==> src/rtl/vram_dma.sv <==
// rtl/vram_dma.sv - VRAM general/HBlank DMA engine with MMIO register file
module vram_dma #(
  parameter int          BLOCK_BYTES = 16,
  parameter int          LEN_BITS    = 7,
  parameter logic [15:0] DEST_BASE   = 16'h8000,
  parameter int          DEST_BITS   = 13
) (
  input  logic        clk,
  input  logic        rst,
  input  logic [2:0]  mmio_sel,
  input  logic        mmio_wr,
  input  logic [7:0]  mmio_din,
  output logic [7:0]  mmio_dout,
  input  logic        hblank_start,
  output logic        dma_rd,
  output logic        dma_wr,
  output logic [15:0] dma_a,
  input  logic [7:0]  dma_din,
  output logic [7:0]  dma_dout,
  output logic        cpu_stall,
  output logic        dma_occupy_extbus,
  output logic        dma_occupy_vidbus
);

  localparam int                  OFF_BITS = $clog2(BLOCK_BYTES);
  localparam logic [OFF_BITS-1:0] OFF_ONE  = 1;
  localparam logic [OFF_BITS-1:0] OFF_LAST = OFF_BITS'(BLOCK_BYTES - 1);
  localparam logic [LEN_BITS:0]   REM_ONE  = 1;
  localparam logic [DEST_BITS-1:0] DST_ONE = 1;
  localparam logic [15:0]         DST_MASK = 16'((32'd1 << DEST_BITS) - 32'd1) & 16'hFFF0;

  typedef enum logic [2:0] {
    S_IDLE, S_ARMED, S_RD_ADDR, S_RD_WAIT, S_WR, S_WR_WAIT
  } state_t;

  state_t               state, next_state;
  logic [15:0]          src_reg, dst_reg;
  logic [15:0]          src_cnt;
  logic [DEST_BITS-1:0] dst_off;
  logic [OFF_BITS-1:0]  byte_cnt;
  logic [LEN_BITS:0]    remaining;
  logic                 hdma, cancelled;
  logic                 pend_restart, pend_cancel;
  logic [LEN_BITS-1:0]  pend_len;

  logic                 ctrl_wr, byte_state, last_byte, wr_hdma_ctrl;
  logic                 eff_restart, eff_cancel;
  logic [LEN_BITS-1:0]  eff_len, ld_len;
  logic                 ld_hdma, load, cancel;
  logic [LEN_BITS:0]    rem_m1;
  logic [7:0]           ctrl_rb;
  logic [15:0]          dest_addr;

  assign ctrl_wr      = mmio_wr && (mmio_sel == 3'd4);
  assign byte_state   = (state == S_RD_ADDR) || (state == S_RD_WAIT) ||
                        (state == S_WR) || (state == S_WR_WAIT);
  assign last_byte    = (state == S_WR_WAIT) && (byte_cnt == OFF_LAST);
  // CTRL writes during an HDMA block are deferred; a write in the final cycle still counts.
  assign wr_hdma_ctrl = ctrl_wr && hdma && byte_state;
  assign eff_restart  = wr_hdma_ctrl ? mmio_din[7]  : pend_restart;
  assign eff_cancel   = wr_hdma_ctrl ? ~mmio_din[7] : pend_cancel;
  assign eff_len      = wr_hdma_ctrl ? mmio_din[LEN_BITS-1:0] : pend_len;
  assign ld_len       = (state == S_WR_WAIT) ? eff_len : mmio_din[LEN_BITS-1:0];
  assign ld_hdma      = (state == S_WR_WAIT) || mmio_din[7];
  assign dest_addr    = DEST_BASE | 16'(dst_off);

  assign rem_m1    = remaining - REM_ONE;
  assign ctrl_rb   = (state != S_IDLE) ? {1'b0, 7'(rem_m1)} :
                     cancelled         ? {1'b1, 7'(rem_m1)} : 8'hFF;
  assign mmio_dout = (mmio_sel == 3'd4) ? ctrl_rb : 8'hFF;

  assign cpu_stall         = byte_state;
  assign dma_occupy_vidbus = byte_state;
  assign dma_occupy_extbus = byte_state && (src_cnt[15:13] != 3'b100);

  // State register
  always_ff @(posedge clk) begin
    if (rst) state <= S_IDLE;
    else     state <= next_state;
  end

  // Next-state decode plus load/cancel strobes for the datapath
  always_comb begin
    next_state = state;
    load       = 1'b0;
    cancel     = 1'b0;
    case (state)
      S_IDLE: if (ctrl_wr) begin
        load       = 1'b1;
        next_state = mmio_din[7] ? S_ARMED : S_RD_ADDR;
      end
      S_ARMED: begin
        if (ctrl_wr) begin
          if (mmio_din[7]) load = 1'b1;
          else begin
            cancel     = 1'b1;
            next_state = S_IDLE;
          end
        end else if (hblank_start) next_state = S_RD_ADDR;
      end
      S_RD_ADDR: next_state = S_RD_WAIT;
      S_RD_WAIT: next_state = S_WR;
      S_WR:      next_state = S_WR_WAIT;
      S_WR_WAIT: begin
        if (!last_byte)                 next_state = S_RD_ADDR;
        else if (hdma && eff_restart) begin
          load       = 1'b1;
          next_state = S_ARMED;
        end else if (hdma && eff_cancel) begin
          cancel     = 1'b1;
          next_state = S_IDLE;
        end else if (remaining == REM_ONE) next_state = S_IDLE;
        else                            next_state = hdma ? S_ARMED : S_RD_ADDR;
      end
      default: next_state = S_IDLE;
    endcase
  end

  // Bus strobes and address mux driven from the current byte state
  always_comb begin
    dma_rd = 1'b0;
    dma_wr = 1'b0;
    dma_a  = 16'h0000;
    case (state)
      S_RD_ADDR, S_RD_WAIT: begin
        dma_a  = src_cnt;
        dma_rd = 1'b1;
      end
      S_WR: begin
        dma_a  = dest_addr;
        dma_wr = 1'b1;
      end
      S_WR_WAIT: dma_a = dest_addr;
      default: ;
    endcase
  end

  // Register file, working counters and deferred HDMA control
  always_ff @(posedge clk) begin
    if (rst) begin
      src_reg      <= '0;
      dst_reg      <= '0;
      src_cnt      <= '0;
      dst_off      <= '0;
      byte_cnt     <= '0;
      remaining    <= '0;
      hdma         <= 1'b0;
      cancelled    <= 1'b0;
      pend_restart <= 1'b0;
      pend_cancel  <= 1'b0;
      pend_len     <= '0;
      dma_dout     <= '0;
    end else begin
      if (mmio_wr) begin
        case (mmio_sel)
          3'd0: src_reg[15:8] <= mmio_din;
          3'd1: src_reg[7:0]  <= mmio_din;
          3'd2: dst_reg[15:8] <= mmio_din;
          3'd3: dst_reg[7:0]  <= mmio_din;
          default: ;
        endcase
      end
      if (state == S_RD_WAIT) dma_dout <= dma_din;
      if (load) begin
        remaining    <= {1'b0, ld_len} + REM_ONE;
        hdma         <= ld_hdma;
        src_cnt      <= src_reg & 16'hFFF0;
        dst_off      <= DEST_BITS'(dst_reg & DST_MASK);
        byte_cnt     <= '0;
        cancelled    <= 1'b0;
        pend_restart <= 1'b0;
        pend_cancel  <= 1'b0;
      end else begin
        if (wr_hdma_ctrl) begin
          pend_restart <= mmio_din[7];
          pend_cancel  <= ~mmio_din[7];
          pend_len     <= mmio_din[LEN_BITS-1:0];
        end
        if (state == S_WR_WAIT) begin
          src_cnt  <= src_cnt + 16'd1;
          dst_off  <= dst_off + DST_ONE;
          byte_cnt <= byte_cnt + OFF_ONE;
          if (last_byte) begin
            remaining    <= rem_m1;
            pend_restart <= 1'b0;
            pend_cancel  <= 1'b0;
          end
        end
        if (cancel) cancelled <= 1'b1;
      end
    end
  end

endmodule

==> config.mk <==
export PLATFORM = sky130hd
export DESIGN_NAME = vram_dma
export DESIGN_NICKNAME = d
export VERILOG_FILES = /design/src/rtl/vram_dma.sv
export SDC_FILE = /design/constraint.sdc
export NUM_CORES = 1
export LEC_CHECK = 0
export ABC_CLOCK_PERIOD_IN_PS = 5100
export CORE_ASPECT_RATIO = 1.25
export CORE_MARGIN = 2
export CORE_UTILIZATION = 40
export DETAILED_ROUTE_END_ITERATION = 6
export PLACE_DENSITY = 0.68
export SYNTH_ARGS = -nofsm -noshare
export SYNTH_HDL_FRONTEND = slang
export SYNTH_SLANG_ARGS = --single-unit
==> constraint.sdc <==
create_clock -name clk -period 5.1 [get_ports clk]
set_input_delay 0.765 -clock clk [delete_from_list [all_inputs] [get_ports clk]]
set_output_delay 0.765 -clock clk [all_outputs]
set_load 0.02 [all_outputs]
==> flow_results.xml, run 1 <==
<?xml version="1.0" encoding="UTF-8"?>
<metrics>
  <group name="die">
    <metric name="floorplan.die.width" unit="um">101</metric>
    <metric name="fp.dieH" unit="um">125</metric>
    <metric name="start_util" unit="">0.408</metric>
    <metric name="boundaryPins" unit="">60</metric>
    <metric name="floorplan.die_area" unit="um^2">12700</metric>
    <metric name="core_area" unit="um^2">11600</metric>
    <metric name="rows" unit="">44</metric>
  </group>
  <group name="finish">
    <metric name="final_cell_mix" unit="">sky130_fd_sc_hd__dfxtp_1, sky130_fd_sc_hd__nand2_1, sky130_fd_sc_hd__clkdlybuf4s50_1</metric>
    <metric name="insertedDiodeCount" unit="">0</metric>
    <metric name="drive_gt1_frac" unit="">0.136</metric>
    <metric name="post_layout_nets" unit="">608</metric>
    <metric name="fillerInstances" unit="">1109</metric>
    <metric name="largest_register_ff_count" unit="">16</metric>
    <metric name="flow.area_growth_from_synthesis" unit="%">19.6</metric>
    <metric name="layout_commonest_cell" unit="">sky130_fd_sc_hd__dfxtp_1</metric>
    <metric name="utilization" unit="">0.489</metric>
  </group>
  <group name="global_route">
    <metric name="grt_overflow_total" unit="">0</metric>
    <metric name="grt.busiest_layer" unit="">met2</metric>
    <metric name="wire_length_of_the_first_global_routing_pass" unit="um">19400</metric>
    <metric name="maximum_number_of_pins_on_one_net_before_global_route_repair" unit="">54</metric>
    <metric name="met3_usage" unit="">0.0363</metric>
    <metric name="antenna_found_initial" unit="">0</metric>
    <metric name="use_met1" unit="">0.228</metric>
    <metric name="grt_pass1_vias" unit="">3965</metric>
    <metric name="grtUsageMet2" unit="">0.333</metric>
    <metric name="grt.total_usage" unit="">0.191</metric>
  </group>
  <group name="placement">
    <metric name="gpl.final_weighted_congestion" unit="">0.908</metric>
    <metric name="post-place-ws" unit="ps">1330</metric>
    <metric name="port_buffers" unit="">59</metric>
    <metric name="post-dp-hpwl" unit="um">8630</metric>
  </group>
  <group name="pwr">
    <metric name="power.leakage" unit="nW">2.02</metric>
    <metric name="power_frac_seq" unit="">0.442</metric>
    <metric name="share_comb_of_total_power" unit="">0.078</metric>
    <metric name="total_switching_power" unit="mW">0.351</metric>
    <metric name="vdd.ir_drop.worst" unit="mV">0.176</metric>
    <metric name="sw_frac_of_total" unit="">0.227</metric>
    <metric name="pwr-share-clk" unit="">0.480</metric>
    <metric name="total_power" unit="mW">1.55</metric>
    <metric name="intPower" unit="mW">1.20</metric>
    <metric name="power.density_cell_area" unit="nW/um^2">274</metric>
  </group>
  <group name="status">
    <metric name="run_status" unit="">finished, final reports clean</metric>
  </group>
  <group name="logic_synthesis">
    <metric name="synthTopCellsByArea" unit="">sky130_fd_sc_hd__dfxtp_1, sky130_fd_sc_hd__a211oi_2, sky130_fd_sc_hd__mux2i_1, sky130_fd_sc_hd__nand2_1, sky130_fd_sc_hd__xor2_1</metric>
    <metric name="yosys.area_share.xor_xnor" unit="">0.0943</metric>
    <metric name="synth_fa_ha_area_frac" unit="">0.0159</metric>
    <metric name="yosysTopAreaCell" unit="">sky130_fd_sc_hd__dfxtp_1</metric>
    <metric name="syn-mean-instance-area" unit="um^2">8.74</metric>
    <metric name="combined_area_of_all_synthesized_cells" unit="um^2">4720</metric>
    <metric name="synth_top_family_by_area" unit="">simple AND/OR/NAND/NOR gates</metric>
    <metric name="netlist_instances" unit="">540</metric>
    <metric name="synth_compound_area_frac" unit="">0.202</metric>
    <metric name="ys_types" unit="">64</metric>
    <metric name="seq_area_frac_synth" unit="">0.356</metric>
    <metric name="most_used_flip_flop_cell_after_synthesis" unit="">sky130_fd_sc_hd__dfxtp_1</metric>
    <metric name="ys_ff_latch" unit="">84</metric>
    <metric name="synth-simple-area-share" unit="">0.221</metric>
    <metric name="yosysWarningCount" unit="">0</metric>
    <metric name="synth_top_area_frac" unit="">0.356</metric>
    <metric name="synthesis.nets" unit="">569</metric>
    <metric name="synth.area.mux_share" unit="">0.0578</metric>
    <metric name="ys_async_sr_fraction" unit="">0</metric>
    <metric name="synth_enable_flop_cells" unit="">0</metric>
  </group>
  <group name="drt">
    <metric name="vias" unit="">3981</metric>
    <metric name="drtAntennaViolNets" unit="">0</metric>
    <metric name="first_iter_violations" unit="">230</metric>
    <metric name="total_wirelength_of_the_detailed_routed_design" unit="um">11800</metric>
    <metric name="drc" unit="">0</metric>
    <metric name="viasPerCell" unit="">5.52</metric>
    <metric name="wl_per_cell" unit="um">16.3</metric>
    <metric name="firstDrtPassIters" unit="">4</metric>
  </group>
  <group name="hold_path">
    <metric name="hp-class" unit="">flop to flop</metric>
  </group>
  <group name="setup_path">
    <metric name="cp-start-kind" unit="">input port</metric>
    <metric name="timing.reg2reg.setup_slack" unit="ps">1730</metric>
    <metric name="critical_path.max_fanout" unit="">7</metric>
    <metric name="reg2regPathDepth" unit="">9</metric>
    <metric name="critical_path.slowest_cell" unit="">sky130_fd_sc_hd__clkdlybuf4s50_1</metric>
    <metric name="r2r-start" unit="">state[0]</metric>
    <metric name="crit_end_element" unit="">primary output</metric>
    <metric name="cp-startpoint" unit="">mmio_sel[2]</metric>
    <metric name="cp_data_required_time" unit="ps">4340</metric>
    <metric name="timing.critical_path.cells" unit="">clkdlybuf4s50_1, or3b_2, nor2_1, nand3_1, clkdlybuf4s50_1</metric>
    <metric name="crit_path_end" unit="">mmio_dout[5]</metric>
    <metric name="r2r_end" unit="">remaining[4]</metric>
    <metric name="critPathKind" unit="">input port to primary output</metric>
    <metric name="cpPeakStageDelay" unit="ps">580</metric>
    <metric name="crit_arrival" unit="ps">3000</metric>
    <metric name="timing.critical_path.mode_cell" unit="">sky130_fd_sc_hd__clkdlybuf4s50_1</metric>
  </group>
  <group name="clock_network">
    <metric name="cts-htree-levels" unit="">3</metric>
    <metric name="tritoncts_num_sinks" unit="">84</metric>
    <metric name="clock_tree.buffer_depth" unit="">2</metric>
    <metric name="postCtsSetupBuffers" unit="">0</metric>
    <metric name="clk-insertion-delay-late" unit="ps">350</metric>
    <metric name="holdBufCountCts" unit="">0</metric>
    <metric name="path_clk_slew" unit="ps">70</metric>
    <metric name="cts-resized-gates" unit="">0</metric>
    <metric name="tritoncts" unit="">yes</metric>
    <metric name="tritoncts.num_buffers" unit="">9</metric>
    <metric name="cell_at_the_root_of_the_clock_tree" unit="">sky130_fd_sc_hd__clkbuf_16</metric>
  </group>
  <group name="timing">
    <metric name="top_achievable_clock_speed" unit="MHz">266</metric>
    <metric name="rsz0062_at_grt" unit="">no</metric>
    <metric name="final.setup.tns" unit="ps">0</metric>
    <metric name="worst_clock_skew" unit="ps">9.02</metric>
    <metric name="slew-limit-headroom" unit="">0.270</metric>
    <metric name="fraction_of_the_cycle_the_final_worst_path_needs" unit="">0.737</metric>
    <metric name="tightest_slew" unit="ps">1090</metric>
    <metric name="hold-worst-slack" unit="ps">455</metric>
    <metric name="finalCriticalPeriod" unit="ps">3760</metric>
    <metric name="slew_violations" unit="">0</metric>
    <metric name="timing.final.hold_violations" unit="">0</metric>
    <metric name="worst_slack" unit="ps">1340</metric>
    <metric name="finish_stage_setup_viols" unit="">0</metric>
  </group>
  <group name="run">
    <metric name="max_cap_violations" unit="">0</metric>
  </group>
</metrics>
[layout make-up]
| class | instances | area [um^2] | share of cell area |
|---|---|---|---|
| clock buffers | 9 | 225 | 0.0399 |
| clock inverters | 6 | 113 | 0.0199 |
| inverters | 12 | 45.0 | 0.00797 |
| multi-input cells | 408 | 2790 | 0.494 |
| flip-flops and latches | 84 | 1680 | 0.298 |
| well taps | 138 | 173 | 0.0306 |
| repair buffers | 64 | 623 | 0.110 |
[cells in the mapped netlist, types with 7 or more instances]
library cell               instances
sky130_fd_sc_hd__nand2_1          65
sky130_fd_sc_hd__nor3_1           12
sky130_fd_sc_hd__a22o_1           13
sky130_fd_sc_hd__nor4_1            7
sky130_fd_sc_hd__nand3_1          24
sky130_fd_sc_hd__mux2i_1          25
sky130_fd_sc_hd__a21oi_2          20
sky130_fd_sc_hd__xor2_1           25
sky130_fd_sc_hd__a211oi_2         20
sky130_fd_sc_hd__dfxtp_1          84
sky130_fd_sc_hd__xnor2_1          24
sky130_fd_sc_hd__clkbuf_1         18
sky130_fd_sc_hd__nand4_1           9
sky130_fd_sc_hd__inv_1            12
sky130_fd_sc_hd__nor2_1           52
sky130_fd_sc_hd__a21oi_1          34
[power groups by stage]
stage          clock, mW  sequential (mW)  combinational [mW]
3_3_place_gp           0            0.699               0.118
4_1_cts            0.755            0.685               0.120
2_1_floorplan          0            0.693              0.0827
5_1_grt            0.782            0.687               0.131
6_report           0.744            0.685               0.120
3_5_place_dp           0            0.699               0.120
[worst max-delay path: cells and delay by family]
kind	cells	cell delay, ps
buffers and inverters	2	1150
AND/OR/NAND/NOR	3	1090
[per-stage QoR]
step / instance area (um^2) / instances
after global routing: 5650 / 721
after CTS: 5650 / 721
final: 5650 / 721
after detailed placement: 5310 / 706
after global placement: 5310 / 706
after floorplan: 4720 / 540
[worst min path at each step]
stage | cells after the start | from | slack [ps] | end
finish | 2 | dma_dout[6] | 460 | dma_dout[6]
global route | 2 | dma_dout[6] | 480 | dma_dout[6]
CTS | 2 | dma_dout[1] | 460 | dma_dout[1]
detailed placement | 2 | dma_dout[1] | 450 | dma_dout[1]
global placement | 2 | dma_dout[2] | 440 | dma_dout[2]
floorplan | 2 | src_reg[10] | 450 | src_reg[10]
[metal layers]
layer,routed length [um],vias to the layer above,share of wire
met5,0,-,0
met4,274,0,0.023
met3,497,25,0.042
met2,5970,85,0.51
met1,5020,1882,0.43
li1,-,1989,-
[logic make-up (layout without fill, tap and decap cells)]
| family | Yosys count | in the layout |
|---|---|---|
| adders and majority gates | 6 | 6 |
| xor gates and xnor gates | 50 | 50 |
| AOI/OAI and AO/OA | 116 | 116 |
| buffers and inverters | 48 | 91 |
| DFF | 84 | 84 |
| and+or+nand+nor | 209 | 209 |
| muxes | 27 | 27 |
No activity file was read; power rests on OpenSTA's default activity.
==> inputs of run 2 (changes only) <==
ABC_CLOCK_PERIOD_IN_PS = 3600   (was 5100)
clock period = 3.6 ns   (was 5.1 ns; I/O delays follow)
==> run 2 against run 1 <==
Non-clock buffer count grew 6. Flip-flop and latch count is the same. Die area is the same. Via count grew 2.1%. Clock power grew 26%. Critical path depth grew 1. Largest cell class unchanged.
==> flow_results.xml, run 2 (same netlist as run 1, synthesis figures left out) <==
<?xml version="1.0" encoding="UTF-8"?>
<metrics>
  <group name="drt">
    <metric name="firstDrtPassIters" unit="">5</metric>
    <metric name="drc" unit="">0</metric>
    <metric name="total_wirelength_of_the_detailed_routed_design" unit="um">11800</metric>
    <metric name="viasPerCell" unit="">5.58</metric>
    <metric name="wl_per_cell" unit="um">16.3</metric>
    <metric name="drtAntennaViolNets" unit="">0</metric>
    <metric name="first_iter_violations" unit="">228</metric>
    <metric name="vias" unit="">4064</metric>
  </group>
  <group name="global_route">
    <metric name="grt.total_usage" unit="">0.191</metric>
    <metric name="grt.busiest_layer" unit="">met2</metric>
    <metric name="grt_overflow_total" unit="">0</metric>
    <metric name="grt_pass1_vias" unit="">3941</metric>
    <metric name="use_met1" unit="">0.232</metric>
    <metric name="wire_length_of_the_first_global_routing_pass" unit="um">19300</metric>
    <metric name="grtUsageMet2" unit="">0.317</metric>
    <metric name="maximum_number_of_pins_on_one_net_before_global_route_repair" unit="">53</metric>
    <metric name="antenna_found_initial" unit="">0</metric>
    <metric name="met3_usage" unit="">0.0397</metric>
  </group>
  <group name="clock_network">
    <metric name="path_clk_slew" unit="ps">60</metric>
    <metric name="cts-resized-gates" unit="">0</metric>
    <metric name="holdBufCountCts" unit="">0</metric>
    <metric name="cell_at_the_root_of_the_clock_tree" unit="">sky130_fd_sc_hd__clkbuf_16</metric>
    <metric name="cts-htree-levels" unit="">3</metric>
    <metric name="postCtsSetupBuffers" unit="">0</metric>
    <metric name="clk-insertion-delay-late" unit="ps">340</metric>
    <metric name="tritoncts.num_buffers" unit="">9</metric>
    <metric name="tritoncts" unit="">yes</metric>
    <metric name="clock_tree.buffer_depth" unit="">2</metric>
    <metric name="tritoncts_num_sinks" unit="">84</metric>
  </group>
  <group name="placement">
    <metric name="port_buffers" unit="">59</metric>
    <metric name="dp.cells" unit="">712</metric>
    <metric name="detailed_place.area" unit="um^2">5360</metric>
    <metric name="gpl.final_weighted_congestion" unit="">0.893</metric>
    <metric name="post-dp-hpwl" unit="um">8610</metric>
  </group>
  <group name="die">
    <metric name="core_area" unit="um^2">11600</metric>
    <metric name="floorplan.die_area" unit="um^2">12700</metric>
    <metric name="rows" unit="">44</metric>
    <metric name="boundaryPins" unit="">60</metric>
    <metric name="start_util" unit="">0.408</metric>
    <metric name="floorplan.die.width" unit="um">101</metric>
    <metric name="fp.dieH" unit="um">125</metric>
  </group>
  <group name="pwr">
    <metric name="power.density_cell_area" unit="nW/um^2">367</metric>
    <metric name="power.leakage" unit="nW">2.03</metric>
    <metric name="total_power" unit="mW">2.08</metric>
    <metric name="vdd.ir_drop.worst" unit="mV">0.168</metric>
  </group>
  <group name="finish">
    <metric name="flow.area_growth_from_synthesis" unit="%">19.8</metric>
    <metric name="final_cell_mix" unit="">sky130_fd_sc_hd__dfxtp_1, sky130_fd_sc_hd__nand2_1, sky130_fd_sc_hd__clkdlybuf4s50_1</metric>
    <metric name="layout_commonest_cell" unit="">sky130_fd_sc_hd__dfxtp_1</metric>
    <metric name="largest_register_ff_count" unit="">16</metric>
    <metric name="fillerInstances" unit="">1096</metric>
    <metric name="stdcell_count" unit="">728</metric>
    <metric name="seq_area" unit="um^2">1680</metric>
    <metric name="fin_area" unit="um^2">5660</metric>
    <metric name="drive_gt1_frac" unit="">0.146</metric>
    <metric name="insertedDiodeCount" unit="">0</metric>
    <metric name="post_layout_nets" unit="">614</metric>
    <metric name="multi_input_combinational_cell_area" unit="um^2">2790</metric>
  </group>
  <group name="timing">
    <metric name="tightest_slew" unit="ps">899</metric>
    <metric name="slew_violations" unit="">0</metric>
    <metric name="final.setup.tns" unit="ps">0</metric>
    <metric name="fraction_of_the_cycle_the_final_worst_path_needs" unit="">0.848</metric>
    <metric name="finish_stage_setup_viols" unit="">0</metric>
    <metric name="worst_clock_skew" unit="ps">4.71</metric>
    <metric name="rsz0062_at_grt" unit="">no</metric>
    <metric name="timing.final.hold_violations" unit="">0</metric>
    <metric name="top_achievable_clock_speed" unit="MHz">328</metric>
    <metric name="slew-limit-headroom" unit="">0.395</metric>
    <metric name="finalCriticalPeriod" unit="ps">3050</metric>
  </group>
  <group name="setup_path">
    <metric name="cp-start-kind" unit="">input port</metric>
    <metric name="critical_path.max_fanout" unit="">7</metric>
    <metric name="timing.reg2reg.setup_slack" unit="ps">920</metric>
    <metric name="r2r_end" unit="">remaining[4]</metric>
    <metric name="r2r-start" unit="">state[1]</metric>
    <metric name="crit_end_element" unit="">primary output</metric>
    <metric name="cp_data_required_time" unit="ps">3060</metric>
    <metric name="reg2regPathDepth" unit="">9</metric>
    <metric name="critPathKind" unit="">input port to primary output</metric>
    <metric name="crit_arrival" unit="ps">2510</metric>
  </group>
  <group name="hold_path">
    <metric name="hold_path_depth" unit="">2</metric>
    <metric name="hp-class" unit="">flop to flop</metric>
    <metric name="timing.hold.worst.start" unit="">dma_dout[6]</metric>
    <metric name="min_delay_worst_endpoint" unit="">dma_dout[6]</metric>
  </group>
  <group name="run">
    <metric name="max_cap_violations" unit="">0</metric>
  </group>
  <group name="status">
    <metric name="run_status" unit="">finished, final reports clean</metric>
  </group>
</metrics>
[run 2: worst max path at each step]
| stage | endpoint | slack (ps) | from | cells after the start |
|---|---|---|---|---|
| 2_1_floorplan | remaining[4] | 930 | mmio_sel[0] | 9 |
| 3_3_place_gp | remaining[4] | 410 | mmio_sel[0] | 10 |
| 3_5_place_dp | remaining[4] | 330 | mmio_sel[0] | 10 |
| 4_1_cts | mmio_dout[5] | 540 | mmio_sel[2] | 6 |
| 5_1_grt | dma_a[10] | 440 | state[1] | 5 |
| 6_report | mmio_dout[5] | 550 | mmio_sel[2] | 6 |
[run 2: per-stage QoR]
step	setup WS, ps	utilization	hold WS (ps)
global placement	409	0.463	442
CTS	543	0.490	459
global route	436	0.490	485
floorplan	928	-	448
detailed placement	330	0.463	450
finish	547	0.490	456
[run 2: layer usage]
layer  vias up  wire length (um)
li1       2004                 -
met1      1916              5020
met2       110              5820
met3        34               553
met4         0               448
met5         -                 0
[run 2: layout make-up]
cell class | instances | share of cell area
clock buffer | 10 | 0.0422
clock inverter | 6 | 0.0113
tap | 138 | 0.0305
timing repair buffer | 70 | 0.118
sequential | 84 | 0.297
inverter | 12 | 0.00796
multi-input combinational | 408 | 0.493
[run 2: where the power goes]
group          leakage (nW)  internal [mW]  switching (mW)
logic                  1.21         0.0744          0.0985
registers             0.679          0.948          0.0203
clock network         0.144          0.555           0.380
total                  2.03           1.58           0.499
[run 2: critical path, stage by stage]
cell and delay [ps]:
sky130_fd_sc_hd__clkdlybuf4s50_1 570, sky130_fd_sc_hd__or3b_2 510, sky130_fd_sc_hd__nor2_1 120, sky130_fd_sc_hd__buf_4 160
sky130_fd_sc_hd__nand3_1 70, sky130_fd_sc_hd__clkdlybuf4s50_1 540
